## src/rtl/cga_composite_enc_if.sv

```systemverilog
// Bundle of CGA composite encoder pixel/sync inputs and composite/sync outputs.
// The master side (pixel pipeline) drives the inputs; the encoder is the slave.
interface cga_composite_enc_if #(
  parameter int OUT_W = 7
);
  logic             hclk_ce;
  logic             lclk_ce;
  logic [3:0]       video;
  logic             hsync;
  logic             vsync_l;
  logic             bw_mode;
  logic             new_cga;
  logic [2:0]       hue;
  logic             hsync_out;
  logic             vsync_out;
  logic             csync_out;
  logic [OUT_W-1:0] comp_video;
  logic             pix_strobe;

  modport master (
    output hclk_ce, lclk_ce, video, hsync, vsync_l, bw_mode, new_cga, hue,
    input  hsync_out, vsync_out, csync_out, comp_video, pix_strobe
  );

  modport slave (
    input  hclk_ce, lclk_ce, video, hsync, vsync_l, bw_mode, new_cga, hue,
    output hsync_out, vsync_out, csync_out, comp_video, pix_strobe
  );
endinterface

```

## src/rtl/cga_composite_enc.sv

```systemverilog
// NTSC composite encoder for the CGA video path. Turns latched IRGB pixels into a
// digital composite sample (luma + square-wave chroma carrier), and shapes the CRTC
// syncs into hsync/vsync/csync with a colour burst window on the back porch.
module cga_composite_enc #(
  parameter int OUT_W    = 7,
  parameter int HS_START = 2,
  parameter int HS_END   = 6,
  parameter int BURST_LO = 7,
  parameter int BURST_HI = 8,
  parameter int HS_MAX   = 11,
  parameter int VS_LINES = 3
) (
  input  logic                  clk,
  input  logic                  reset,
  cga_composite_enc_if.slave    bus
);

  localparam int HC_W = $clog2(HS_MAX + 1);

  // Base luma for RGB 0..7 from the old or new CGA resistor network.
  function automatic logic [6:0] luma_lvl(input logic [2:0] rgb, input logic new_tbl);
    logic [6:0] y;
    case ({new_tbl, rgb})
      4'b0_000: y = 7'd29;
      4'b0_001: y = 7'd36;
      4'b0_010: y = 7'd49;
      4'b0_011: y = 7'd56;
      4'b0_100: y = 7'd39;
      4'b0_101: y = 7'd46;
      4'b0_110: y = 7'd60;
      4'b0_111: y = 7'd68;
      4'b1_000: y = 7'd29;
      4'b1_001: y = 7'd33;
      4'b1_010: y = 7'd45;
      4'b1_011: y = 7'd49;
      4'b1_100: y = 7'd41;
      4'b1_101: y = 7'd45;
      4'b1_110: y = 7'd57;
      4'b1_111: y = 7'd61;
      default:  y = 7'd0;
    endcase
    return y;
  endfunction

  // Square-wave carrier: high for the first half of the rotated 8-phase cycle.
  function automatic logic carrier_on(input logic [2:0] ph, input logic [2:0] ofs,
                                      input logic [2:0] rot);
    logic [2:0] s;
    s = ph + ofs + rot;
    return ~s[2];
  endfunction

  logic [2:0]      ph_q;
  logic [3:0]      vid_q;
  logic            hs_d_q;
  logic            vs_d_l_q;
  logic [HC_W-1:0] hc_q, hc_d;
  logic            vtrig_q, vtrig_d;
  logic [VS_LINES:0] sr_q, sr_d;
  logic            hsync_q, hsync_d;
  logic            vsync_q, vsync_d;
  logic            csync_q, csync_d;
  logic [OUT_W-1:0] comp_q, comp_d;
  logic            burst_s;
  logic [2:0]      sel_s;
  logic            chroma_s;
  logic [6:0]      level_s;

  // Next-state for sync counter, vsync shaper and the composite sample.
  always_comb begin
    hc_d = hc_q;
    if (bus.lclk_ce) begin
      if (!hs_d_q) begin
        hc_d = '0;
      end else if (hc_q == HC_W'(HS_MAX)) begin
        hc_d = '0;
      end else begin
        hc_d = hc_q + HC_W'(1);
      end
    end else begin
      hc_d = hc_q;
    end

    vtrig_d = (hc_d == HC_W'(2)) && (hc_q != HC_W'(2));

    sr_d = sr_q;
    if (vtrig_q) begin
      if (vs_d_l_q) begin
        sr_d = {sr_q[VS_LINES-1:0], 1'b1};
      end else begin
        sr_d = '0;
      end
    end else begin
      sr_d = sr_q;
    end

    hsync_d = (hc_q >= HC_W'(HS_START)) && (hc_q < HC_W'(HS_END));
    vsync_d = sr_q[0] & ~sr_q[VS_LINES];
    csync_d = ~(hsync_d ^ vsync_d);

    burst_s = ~bus.bw_mode & ~vs_d_l_q &
              (hc_q >= HC_W'(BURST_LO)) & (hc_q <= HC_W'(BURST_HI));
    sel_s   = {vid_q[2] ^ burst_s, vid_q[1] ^ burst_s, vid_q[0]};

    chroma_s = 1'b0;
    if (bus.bw_mode) begin
      chroma_s = |vid_q[2:0];
    end else begin
      case (sel_s)
        3'd0:    chroma_s = 1'b0;
        3'd1:    chroma_s = carrier_on(ph_q, 3'd4, bus.hue);  // blue
        3'd2:    chroma_s = carrier_on(ph_q, 3'd7, bus.hue);  // green
        3'd3:    chroma_s = carrier_on(ph_q, 3'd6, bus.hue);  // cyan
        3'd4:    chroma_s = carrier_on(ph_q, 3'd2, bus.hue);  // red
        3'd5:    chroma_s = carrier_on(ph_q, 3'd3, bus.hue);  // magenta
        3'd6:    chroma_s = carrier_on(ph_q, 3'd0, bus.hue);  // yellow / burst
        3'd7:    chroma_s = 1'b1;
        default: chroma_s = 1'b0;
      endcase
    end

    level_s = luma_lvl(vid_q[2:0], bus.new_cga)
            + (vid_q[3] ? (bus.new_cga ? 7'd24 : 7'd31) : 7'd0)
            + (chroma_s ? 7'd28 : 7'd0);

    // Sync tip overrides video so the DAC sits at blank-below-black during sync.
    if (csync_d) begin
      comp_d = OUT_W'(level_s) << (OUT_W - 7);
    end else begin
      comp_d = '0;
    end
  end

  // State and registered outputs; sync samples and pixel latch gated by their strobes.
  always_ff @(posedge clk) begin
    if (reset) begin
      ph_q     <= '0;
      vid_q    <= '0;
      hs_d_q   <= 1'b0;
      vs_d_l_q <= 1'b0;
      hc_q     <= '0;
      vtrig_q  <= 1'b0;
      sr_q     <= '0;
      hsync_q  <= 1'b0;
      vsync_q  <= 1'b0;
      csync_q  <= 1'b0;
      comp_q   <= '0;
    end else begin
      ph_q <= ph_q + 3'd1;
      if (ph_q[0]) begin
        vid_q <= bus.video;
      end
      if (bus.hclk_ce) begin
        hs_d_q   <= bus.hsync;
        vs_d_l_q <= bus.vsync_l;
      end
      hc_q    <= hc_d;
      vtrig_q <= vtrig_d;
      sr_q    <= sr_d;
      hsync_q <= hsync_d;
      vsync_q <= vsync_d;
      csync_q <= csync_d;
      comp_q  <= comp_d;
    end
  end

  assign bus.hsync_out  = hsync_q;
  assign bus.vsync_out  = vsync_q;
  assign bus.csync_out  = csync_q;
  assign bus.comp_video = comp_q;
  assign bus.pix_strobe = ph_q[0];

endmodule

```

## src/flat_wrapper.sv

```systemverilog
// flat-port wrapper written by rule: the top's interface ports become plain ports
module cga_composite_enc_flat 
#(
  parameter int OUT_W    = 7,
  parameter int HS_START = 2,
  parameter int HS_END   = 6,
  parameter int BURST_LO = 7,
  parameter int BURST_HI = 8,
  parameter int HS_MAX   = 11,
  parameter int VS_LINES = 3
)
  (clk, reset, bus_hclk_ce, bus_lclk_ce, bus_video, bus_hsync, bus_vsync_l, bus_bw_mode, bus_new_cga, bus_hue, bus_hsync_out, bus_vsync_out, bus_csync_out, bus_comp_video, bus_pix_strobe);
  cga_composite_enc_if #(.OUT_W(OUT_W)) bus_i ();
  input  logic clk;
  input  logic reset;
  input wire logic [$bits(bus_i.hclk_ce)-1:0] bus_hclk_ce;
  input wire logic [$bits(bus_i.lclk_ce)-1:0] bus_lclk_ce;
  input wire logic [$bits(bus_i.video)-1:0] bus_video;
  input wire logic [$bits(bus_i.hsync)-1:0] bus_hsync;
  input wire logic [$bits(bus_i.vsync_l)-1:0] bus_vsync_l;
  input wire logic [$bits(bus_i.bw_mode)-1:0] bus_bw_mode;
  input wire logic [$bits(bus_i.new_cga)-1:0] bus_new_cga;
  input wire logic [$bits(bus_i.hue)-1:0] bus_hue;
  output wire logic [$bits(bus_i.hsync_out)-1:0] bus_hsync_out;
  output wire logic [$bits(bus_i.vsync_out)-1:0] bus_vsync_out;
  output wire logic [$bits(bus_i.csync_out)-1:0] bus_csync_out;
  output wire logic [$bits(bus_i.comp_video)-1:0] bus_comp_video;
  output wire logic [$bits(bus_i.pix_strobe)-1:0] bus_pix_strobe;
  assign bus_i.hclk_ce = bus_hclk_ce;
  assign bus_i.lclk_ce = bus_lclk_ce;
  assign bus_i.video = bus_video;
  assign bus_i.hsync = bus_hsync;
  assign bus_i.vsync_l = bus_vsync_l;
  assign bus_i.bw_mode = bus_bw_mode;
  assign bus_i.new_cga = bus_new_cga;
  assign bus_i.hue = bus_hue;
  assign bus_hsync_out = bus_i.hsync_out;
  assign bus_vsync_out = bus_i.vsync_out;
  assign bus_csync_out = bus_i.csync_out;
  assign bus_comp_video = bus_i.comp_video;
  assign bus_pix_strobe = bus_i.pix_strobe;
  cga_composite_enc #(.OUT_W(OUT_W), .HS_START(HS_START), .HS_END(HS_END), .BURST_LO(BURST_LO), .BURST_HI(BURST_HI), .HS_MAX(HS_MAX), .VS_LINES(VS_LINES)) u_core (.clk(clk), .reset(reset), .bus(bus_i));
endmodule
```

## config.mk

```make
export PLATFORM = sky130hd
export DESIGN_NAME = cga_composite_enc_flat
export DESIGN_NICKNAME = d
export VERILOG_FILES = /design/src/rtl/cga_composite_enc_if.sv /design/src/rtl/cga_composite_enc.sv /design/src/flat_wrapper.sv
export SDC_FILE = /design/constraint.sdc
export NUM_CORES = 1
export LEC_CHECK = 0
export ABC_AREA = 1
export ABC_CLOCK_PERIOD_IN_PS = 8700
export CAP_MARGIN = 10
export CORE_UTILIZATION = 45
export DETAILED_ROUTE_END_ITERATION = 10
export PLACE_DENSITY = 0.65
export SYNTH_ARGS = -nofsm -noshare
export SYNTH_HDL_FRONTEND = slang
export SYNTH_SLANG_ARGS = --single-unit
```

## constraint.sdc

```tcl
create_clock -name clk -period 8.7 [get_ports clk]
set_input_delay 1.74 -clock clk [delete_from_list [all_inputs] [get_ports clk]]
set_output_delay 1.74 -clock clk [all_outputs]
set_load 0.05 [all_outputs]
```

* Yosys cells after proc, flatten, opt, wreduce, memory -nomap -nowiden *
Memories as Yosys holds them, arrays and structs flattened.
Index checks and enable logic that the tools add are counted.

storage, ports and cells
  bits in registers = 28
  bits in read-only memories = 112
  input bits = 15
  word-level logic and storage cells = 72
  memories = 1

operators by class
  add/subtract/negate cells = 15
  $lt $le $gt $ge = 4
  equality and inequality tests = 10
  muxes and demuxes = 9
  bitwise logic cells = 17
  reductions and logical operators = 5

memory list
  name             depth  width  read ports  clocked after Yosys merged registers in  write ports  line                     RTL
  (no name shown)  16     7      1           0                                        0            cga_composite_enc.sv:23  case ({new_tbl, rgb})

operator list
  operator                                                     count
  adder 3 bit                                                  6
  2-to-1 mux 4 bit                                             4
  adder 7 bit                                                  2
  == test 3 bit (second input constant)                        4
  NOT 1 bit                                                    10
  adder 3 bit (second input constant)                          3
  one-hot mux 1 bit (8 select lines)                           1
  2-to-1 mux 7 bit                                             1
  adder 3 x 2 -> 3 bit (second input constant)                 2
  == test 3 x 2 -> 1 bit (second input constant)               2
  2-to-1 mux 5 bit                                             1
  adder 4 x 1 -> 4 bit (second input constant)                 1
  bitwise AND 1 bit                                            4
  == test 4 x 2 -> 1 bit (second input constant)               1
  == test 4 bit (second input constant)                        1
  >= comparator 4 x 2 -> 1 bit (second input constant)         1
  >= comparator 4 x 3 -> 1 bit (second input constant)         1
  less-or-equal comparator 4 bit (second input constant)       1
  less-than comparator 4 x 3 -> 1 bit (second input constant)  1
  != test 4 x 2 -> 1 bit (second input constant)               1
  adder 3 x 1 -> 3 bit (second input constant)                 1
  == test 3 x 1 -> 1 bit (second input constant)               1
  logical NOT 3 bit                                            1
  2-to-1 mux 3 bit                                             1
  other kinds (5)                                              8

* Longest topological paths before layout *
Gate-level depths: netlist (run 1).

  depth after elaboration = 10
  gate-level depth with buffers = 23

* Least setup slack after synthesis (run 1) *
Ideal clock, no wire load.

  path type = input to register
  start = input bus_hue[1]
  end = register u_core.comp_q[5], in the netlist u_core.bus.comp_video[5]
  setup time = 0.111 ns
  data arrival time = 4.404 ns
  required time = 8.589 ns
  path slack = 4.185 ns
  cell stages on the path = 18
  buffers on the path = 0
  cells stage by stage = inv_1 -> ha_1 -> nand3_1 -> xor2_1 -> xor2_1 -> nand3_1 -> nand3_1 -> nor2_1 -> nor2_1 -> fa_1 -> fa_1 -> nand2_1 -> inv_1 -> o21ai_0 -> nand2_1 -> xor2_1 -> inv_1 -> nor2_1

between the ends
  longest elaborated chain between the ends = 6

ends and longest elaborated chain
  what                                  line                      RTL
  from (decl)                           flat_wrapper.sv:23        input wire logic [$bits(bus_i.hue)-1:0] bus_hue;
  adder 3 bit                           cga_composite_enc.sv:49   s = ph + ofs + rot;
  NOT 1 bit                             cga_composite_enc.sv:50   return ~s[2];
  one-hot mux 1 bit (8 select lines) *  cga_composite_enc.sv:109  case (sel_s)
  2-to-1 mux 1 bit *                    cga_composite_enc.sv:106  if (bus.bw_mode) begin
  2-to-1 mux 5 bit *                    cga_composite_enc.sv:124  + (chroma_s ? 7'd28 : 7'd0);
  adder 7 bit *                         cga_composite_enc.sv:124
  to (signal assigned)                  cga_composite_enc.sv:163  comp_q <= comp_d;
  to (decl)                             cga_composite_enc.sv:63   logic [OUT_W-1:0] comp_q, comp_d;

Mark *: on every way between the ends. The rest lies on a longest branch, timed or not.
A chain may end at the register's enable or synchronous reset.

* Worst setup path after layout (run 1) *
Ends and elaborated chain as after synthesis.

==> metrics.txt, run 1 <==
status complete, no violations; die area ~0.0042 sq mm; Post-DP HPWL about 2700 um; reg2reg setup slack 5.33 ns; Setup Buffers After CTS 0; worst-path cell chain clkdlybuf4s50_1 > inv_1 > ha_1 > inv_1 > nand3_1 > inv_1 > nand3_1 > nand2_1 > nand3_1 > nand3_1 > nand2_1 > nand2_1 > nor2_1 > nor2_1 > fa_1 > fa_1 > nand2_1 > inv_1 > o21ai_0 > nand2_1 > xor2_1 > inv_1 > nor2_1; DIE WIDTH roughly 65 um; combinational group share of total power 0.347; largest buffer count on any clock path 2; Slowest-stage cell, CP fa_1; Sw Share 0.3422; post-synthesis cell area approximately 0.0018 sq mm; Layout area overhead 20.38%; Port-buffer cells 25; flip-flop and latch count after synthesis 28; R2R cell count 20; most common cell after layout, fill and taps aside nand2_1; setup tns final 0 ns; reg2reg end u_core.bus.comp_video[5]$_SDFF_PP0_; Seq pwr share 0.385; RR Startpoint u_core.hc_q[1]$_SDFF_PP0_; Crit path largest cell delay around 0.53 ns; Skew-Pair Late Insertion Delay 0.27 ns; Int Power between 0.0002 and 0.0003 W; Die H 64.68 um; pin count of the biggest net entering global routing 21; antenna viol nets, final 0; Worst setup SP type input pin; Bufs and invs on worst path 6; CP required 8.88 ns; vias per inst 4.906; setup slack after layout roughly 3.8 ns; Max Cap Viol 0; Leak Pwr a little over 1 nW; clock share of power 0.268; fillcell total approximately 370; initial antenna violation count 0; DRT Wirelength 3417 um; most frequent cells in the layout nand2_1, nor2_1, inv_1, nand3_1, dfxtp_1; # IOs 26; crit share post-route 0.5650; actual slew at the worst max-slew pin 0.7854 ns; Max IR drop VDD around 0.095 mV; Min-Delay Startpoint u_core.sr_q[3]$_SDFFE_PP0P_; Final Max Slew Viols 0; Max Freq slightly above 200 MHz; hold path endpoint u_core.bus.vsync_out$_SDFF_PP0_; Rel. slew slack 0.4748; TritonCTS buffer count 3; RSZ-0062 raised after global routing no; DRT iter0 DRCs 43; H-tree Lvls 1; Worst Setup Slack post-DPL around 3.5 ns; post-CTS sizing 0; Sw Pwr approximately 0.00013 W; clk sink count 28; Syn Area/Cell ~7.2 sq um; power per cell area 179.6 mW/mm^2; cell family contributing the most delay on the critical path adder cells; Syn Nets ~280; Critical Path End Type register; core box area ~0.0037 sq mm; first-pass GRT wire length a little over 6000 um; # rows 22; total gr overflow 0; iteration count of the initial detailed-routing pass 4; Clk Tree Root Cell clkbuf_8; Clock Skew roughly 0.005 ns; Final Hold Viols 0; Layout Utilization 0.5727; layout cells sized above 1 0.06273; hold buffer count at CTS 0; final setup vio count 0; nets@finish 308; GRT Total Usage 0.1839; worst min-delay path category reg2reg; CTS tree built; Synthesis Warnings 0; Cells after Synth about 250; drt wl/cell 10.71 um; DRC 0; hold path depth 1; Max FO, Critical Path 3; n_diodes 0; initial core utilization 0.4758; vias in the first global route 1449; Worst Path Class, Setup in2reg; WP data arrival 5.09 ns; clock period minus worst slack just under 5 ns; global placer's final weighted congestion 0.8531; post-synthesis sequential area ratio 0.3171; routed vias about 1600; clk slew on worst S/H paths around 0.1 ns; synth unique cells 28
## worst max path at each step
stage | from | end | cells after the start
after floorplan | bus_hue[1] | u_core.bus.comp_video[5]$_SDFF_PP0_ | 18
after global placement | bus_hue[1] | u_core.bus.comp_video[6]$_SDFF_PP0_ | 19
after detailed placement | bus_hue[1] | u_core.bus.comp_video[5]$_SDFF_PP0_ | 23
after CTS | bus_hue[1] | u_core.bus.comp_video[5]$_SDFF_PP0_ | 23
after global routing | bus_hue[1] | u_core.bus.comp_video[5]$_SDFF_PP0_ | 19
final | bus_hue[1] | u_core.bus.comp_video[5]$_SDFF_PP0_ | 23
## layer usage
layer	track usage	vias to the layer above	part of all wire
met1	0.2473	714	0.52
met4	0.04167	0	0.0061
met3	0.03697	2	0.018
li1	-	837	-
met5	0	-	0
met2	0.3013	12	0.46
## synth_stat cells
| cell | n | area share |
|---|---|---|
| o21ai_1 | 4 | 0.011 |
| clkbuf_8 | 1 | 0.0078 |
| clkinv_2 | 1 | 0.0028 |
| nor3_4 | 1 | 0.0092 |
| xnor2_1 | 1 | 0.0050 |
| nand2_4 | 1 | 0.0064 |
| a211oi_1 | 4 | 0.017 |
| inv_2 | 5 | 0.011 |
| o21ai_0 | 7 | 0.020 |
| inv_1 | 30 | 0.064 |
| fa_1 | 4 | 0.045 |
| nor2_2 | 1 | 0.0035 |
| o31ai_1 | 1 | 0.0042 |
| nor2_1 | 36 | 0.076 |
| nand2_2 | 3 | 0.011 |
| nand4_1 | 1 | 0.0035 |
| dfxtp_1 | 28 | 0.32 |
| xor2_2 | 1 | 0.0092 |
| nand3b_1 | 1 | 0.0042 |
| clkinv_1 | 1 | 0.0021 |
| a22oi_1 | 1 | 0.0042 |
| nor3_1 | 3 | 0.0085 |
| nand2_1 | 43 | 0.091 |
| xor2_1 | 4 | 0.020 |
| clkbuf_1 | 2 | 0.0042 |
| a21oi_1 | 15 | 0.042 |
| ha_1 | 17 | 0.12 |
| nand3_1 | 28 | 0.079 |
## sequential cells by signal, indices dropped and copies added, names as in the netlist
name                   cells
u_core.bus.comp_video      7
u_core.bus.csync_out       1
u_core.bus.hsync_out       1
u_core.bus.vsync_out       1
u_core.hc_q                4
u_core.hs_d_q              1
u_core.ph_q                3
u_core.sr_q                4
u_core.vid_q               4
u_core.vs_d_l_q            1
u_core.vtrig_q             1
## final cells by class
type | instances | area (sq um) | share of cell area
clock inverters | 1 | 30.03 | 0.01411
well taps | 48 | 60.06 | 0.02822
repair buffers | 25 | 250.2 | 0.1176
clock buffers | 3 | 41.29 | 0.01940
multi-input cells | 177 | 1046 | 0.4915
flip-flops and latches | 28 | 560.5 | 0.2634
inverters | 37 | 140.1 | 0.06584
## kinds of logic after synthesis
logic type / synth area share
adders and majority gates: 0.1656
AOI/OAI and AO/OA: 0.09908
DFF: 0.3171
buffers and inverters: 0.09129
and+or+nand+nor: 0.2930
xor gates and xnor gates: 0.03397
## power groups by stage
stage / Sequential, W / Combinational, W / Clock [W]
after global placement: 0.000151 / 0.000130 / 0
after global routing: 0.000149 / 0.000147 / 0.000113
after detailed placement: 0.000151 / 0.000132 / 0
final: 0.000147 / 0.000132 / 0.000102
after CTS: 0.000148 / 0.000133 / 0.000106
after floorplan: 0.000178 / 0.0000656 / 0
## worst reg2reg max path, cell delays in order, from the launching register on
cell      delay, ns
dfxtp_1        0.37
ha_1           0.22
nand2_1        0.09
nand2_1        0.05
nand2_1        0.07
clkinv_2       0.09
nand2_4        0.09
xor2_2         0.21
nand3_1        0.11
nand3_1        0.09
nor2_1         0.05
nor2_1         0.27
fa_1           0.53
fa_1           0.46
nand2_1        0.08
inv_1          0.04
o21ai_0        0.14
nand2_1        0.09
xor2_1         0.15
inv_1          0.07
nor2_1         0.04
## metrics by stage
stage / total power [W] / hold slack, ns / std cells / area (sq um)
floorplan: 0.0002440 / 0.4213 / 245 / 1768
global placement: 0.0002810 / 0.4415 / 315 / 2057
detailed placement: 0.0002828 / 0.4459 / 315 / 2057
CTS: 0.0003868 / 0.4627 / 319 / 2128
global route: 0.0004091 / 0.5103 / 319 / 2128
finish: 0.0003822 / 0.4558 / 319 / 2128
(Power assumes the default switching activity.)
==> run 2: changes to the inputs <==
--- a/config.mk
+++ b/config.mk
@@ -6,11 +6,11 @@
 export NUM_CORES = 1
 export LEC_CHECK = 0
 export ABC_AREA = 1
-export ABC_CLOCK_PERIOD_IN_PS = 8700
+export ABC_CLOCK_PERIOD_IN_PS = 3900
 export CAP_MARGIN = 10
 export CORE_UTILIZATION = 45
 export DETAILED_ROUTE_END_ITERATION = 10
-export PLACE_DENSITY = 0.65
+export PLACE_DENSITY = 0.68
 export SYNTH_ARGS = -nofsm -noshare
 export SYNTH_HDL_FRONTEND = slang
 export SYNTH_SLANG_ARGS = --single-unit
==> constraint.sdc (replaced) <==
create_clock -name clk -period 3.9 [get_ports clk]
set_input_delay 0.78 -clock clk [delete_from_list [all_inputs] [get_ports clk]]
set_output_delay 0.78 -clock clk [all_outputs]
set_load 0.05 [all_outputs]
==> run 2 against run 1 <==
Hold slack got worse by 0.0016 ns. Critical path type unchanged. Final cell count is 1.6% higher. Routed wire length is 4.8% higher. Register-to-register slack got worse by 4.5 ns.
==> metrics.txt, run 2 (same netlist as run 1, synthesis figures left out) <==
worst min-delay path category reg2reg (unchanged); final instance area 0.002208 sq mm (was 0.002128 sq mm); crit share post-route 0.8984; combinational group share of total power 0.396 (was 0.347); Max IR drop VDD 0.2531 mV (was 0.09463 mV); RSZ-0062 raised after global routing no (unchanged); Rel. slew slack 0.4691 (was 0.4748); Die H 64.68 um (unchanged); Seq pwr share 0.390 (was 0.385); clock share of power 0.214 (was 0.268); most common cell after layout, fill and taps aside nand2_1 (unchanged); setup slack after layout 0.3962 ns (was 3.785 ns); DR WL met3 110 um (was 63 um); nets@finish 313 (was 308); Worst setup SP type input pin (unchanged); iteration count of the initial detailed-routing pass 4 (unchanged); Slowest-stage cell, CP clkdlybuf4s50_1 (was fa_1); reg2reg end u_core.bus.comp_video[5]$_SDFF_PP0_ (unchanged); clock period minus worst slack about 3.5 ns; largest buffer count on any clock path 2 (unchanged); DIE WIDTH 64.68 um (unchanged); final hold slack 0.4542 ns (was 0.4558 ns); vias per inst 4.898 (was 4.906); DRT Wirelength 3580 um (was 3417 um); Layout Utilization 0.5943 (was 0.5727); reg2reg setup slack 0.81 ns (was 5.33 ns); metal2 WL 1670 um (was 1571 um); vias in the first global route 1466 (was 1449); total gr overflow 0 (unchanged); WP data arrival 3.69 ns (was 5.09 ns); initial antenna violation count 0 (unchanged); Final Max Slew Viols 0 (unchanged); GRT Total Usage 0.1958 (was 0.1839); hold path endpoint u_core.bus.vsync_out$_SDFF_PP0_ (unchanged); final setup vio count 0 (unchanged); DRC 0 (unchanged); # IOs 26 (unchanged); Layout area overhead 24.91% (was 20.38%); H-tree Lvls 1 (unchanged); routed vias 1587 (was 1565); initial core utilization 0.4758 (unchanged); Leak Pwr 1.029 nW (was 1.005 nW); Max Cap Viol 0 (unchanged); Worst Setup Slack post-DPL -0.2925 ns (was 3.475 ns); Port-buffer cells 25 (unchanged); area of placed instances 0.002079 sq mm (was 0.002057 sq mm); Max Freq approximately 290 MHz; most numerous cell on the critical path nand2_1; power per cell area 381.1 mW/mm^2 (was 179.6 mW/mm^2); Clock Skew 0.003439 ns (was 0.005012 ns); Post-DP HPWL 2701 um (was 2697 um); TritonCTS buffer count 3 (unchanged); Final Hold Viols 0 (unchanged); drt wl/cell 11.05 um (was 10.71 um); R2R cell count 20 (unchanged); first-pass GRT wire length 6403 um (was 6078 um); Skew-Pair Late Insertion Delay 0.27 ns (about the same); Worst Path Class, Setup in2reg (unchanged); pin count of the biggest net entering global routing 21 (unchanged); Sw Share 0.3578 (was 0.3422); Int Power 0.0005405 W (was 0.0002514 W); most frequent cells in the layout nand2_1, nor2_1, inv_1, dfxtp_1, nand3_1 (was nand2_1, nor2_1, inv_1, nand3_1, dfxtp_1); Crit path largest cell delay 0.50 ns (was 0.53 ns); CP required 4.08 ns (was 8.88 ns); clk sink count 28 (unchanged); worst-path cell chain clkdlybuf4s50_1 > nand2_1 > nand2_1 > nand2_1 > nand3_1 > nand2_1 > buf_4 > inv_1 > nand3_1 > nand3_1 > nor2_1 > nor2_2 > fa_1 > fa_2 > nand2_1 > inv_1 > o21ai_1 > nand2_1 > xor2_1 > inv_1 > nor2_1 (was clkdlybuf4s50_1 > inv_1 > ha_1 > inv_1 > nand3_1 > inv_1 > nand3_1 > nand2_1 > nand3_1 > nand3_1 > nand2_1 > nand2_1 > nor2_1 > nor2_1 > fa_1 > fa_1 > nand2_1 > inv_1 > o21ai_0 > nand2_1 > xor2_1 > inv_1 > nor2_1); Top Layer Used met4 (unchanged); Tot Pwr 0.0008416 W (was 0.0003822 W); core box area 0.003716 sq mm (unchanged); Clk Tree Root Cell clkbuf_8 (unchanged); Bufs and invs on worst path 5 (was 6); layout cells sized above 1 0.1159 (was 0.06273); n_diodes 0 (unchanged); Sw Pwr 0.0003011 W (was 0.0001308 W); RR Startpoint u_core.hc_q[1]$_SDFF_PP0_ (unchanged); hold path depth 1 (unchanged); Largest register FFs 7 (unchanged); wire length on met1 1764 um (was 1761 um); status complete, no violations (unchanged); Min-Delay Startpoint u_core.sr_q[3]$_SDFFE_PP0P_ (unchanged); DRT iter0 DRCs 116 (was 43); die area 0.004184 sq mm (unchanged); clk slew on worst S/H paths 0.09 ns (was 0.10 ns); cell family contributing the most delay on the critical path simple AND/OR/NAND/NOR gates (was adder cells); global placer's final weighted congestion 0.8263 (was 0.8531); CTS tree built (unchanged); antenna viol nets, final 0 (unchanged); Critical Path End Type register (unchanged); actual slew at the worst max-slew pin 0.7939 ns (was 0.7854 ns); # rows 22 (unchanged); Max FO, Critical Path 4 (was 3)
run 2: metal layers:
| metal | up-vias | GRT usage |
|---|---|---|
| met5 | - | 0 |
| met2 | 23 | 0.3250 |
| li1 | 845 | - |
| met4 | 0 | 0.04444 |
| met1 | 715 | 0.2628 |
| met3 | 4 | 0.03521 |
run 2: what timing repair did:
action | in CTS | in global routing
pin swaps | 0 | 11
setup endpoints to repair | 1 | 4
buffers inserted | 0 | 2
hold buffers | 0 | 0
resized for setup | 1 | 12
run 2: how the worst max path moves through the flow:
stage / start / end / slack (ns) / cells past startpoint
after floorplan: bus_hue[1] / u_core.bus.comp_video[5]$_SDFF_PP0_ / 0.34 / 18
after global placement: bus_hue[1] / u_core.bus.comp_video[5]$_SDFF_PP0_ / -0.27 / 19
after detailed placement: bus_hue[1] / u_core.bus.comp_video[5]$_SDFF_PP0_ / -0.29 / 19
after CTS: bus_hue[1] / u_core.bus.comp_video[5]$_SDFF_PP0_ / 0.10 / 19
after global routing: bus_hue[2] / u_core.bus.comp_video[6]$_SDFF_PP0_ / 0.03 / 22
final: bus_hue[2] / u_core.bus.comp_video[5]$_SDFF_PP0_ / 0.40 / 21
run 2: worst register-to-register path, delay by kind of cell, from the launching register on:
kind / cells / cell delay [ns]
flops: 1 / 0.43
buf+inv: 3 / 0.16
simple gates: 11 / 0.87
fa+ha+maj: 3 / 1.08
xor+xnor: 2 / 0.34
compound gates: 1 / 0.11
run 2: layout make-up:
type / instances / area, sq um
fill: 380 / 1508
multi-input combinational: 177 / 1102
sequential: 28 / 560.5
timing repair buffer: 30 / 290.3
inverter: 37 / 140.1
tap: 48 / 60.06
clock buffer: 4 / 55.05
run 2: through the flow:
stage	TNS (ns)	cells
floorplan	0	245
global placement	-0.5638	318
detailed placement	-0.6905	318
CTS	0	322
global route	0	324
finish	0	324
run 2: power by group through the flow:
stage	Combinational, W	Sequential, W	Clock (W)
global placement	0.000296	0.000336	0
floorplan	0.000146	0.000398	0
global route	0.000375	0.000332	0.000195
finish	0.000333	0.000329	0.000180
CTS	0.000300	0.000329	0.000190
detailed placement	0.000297	0.000336	0
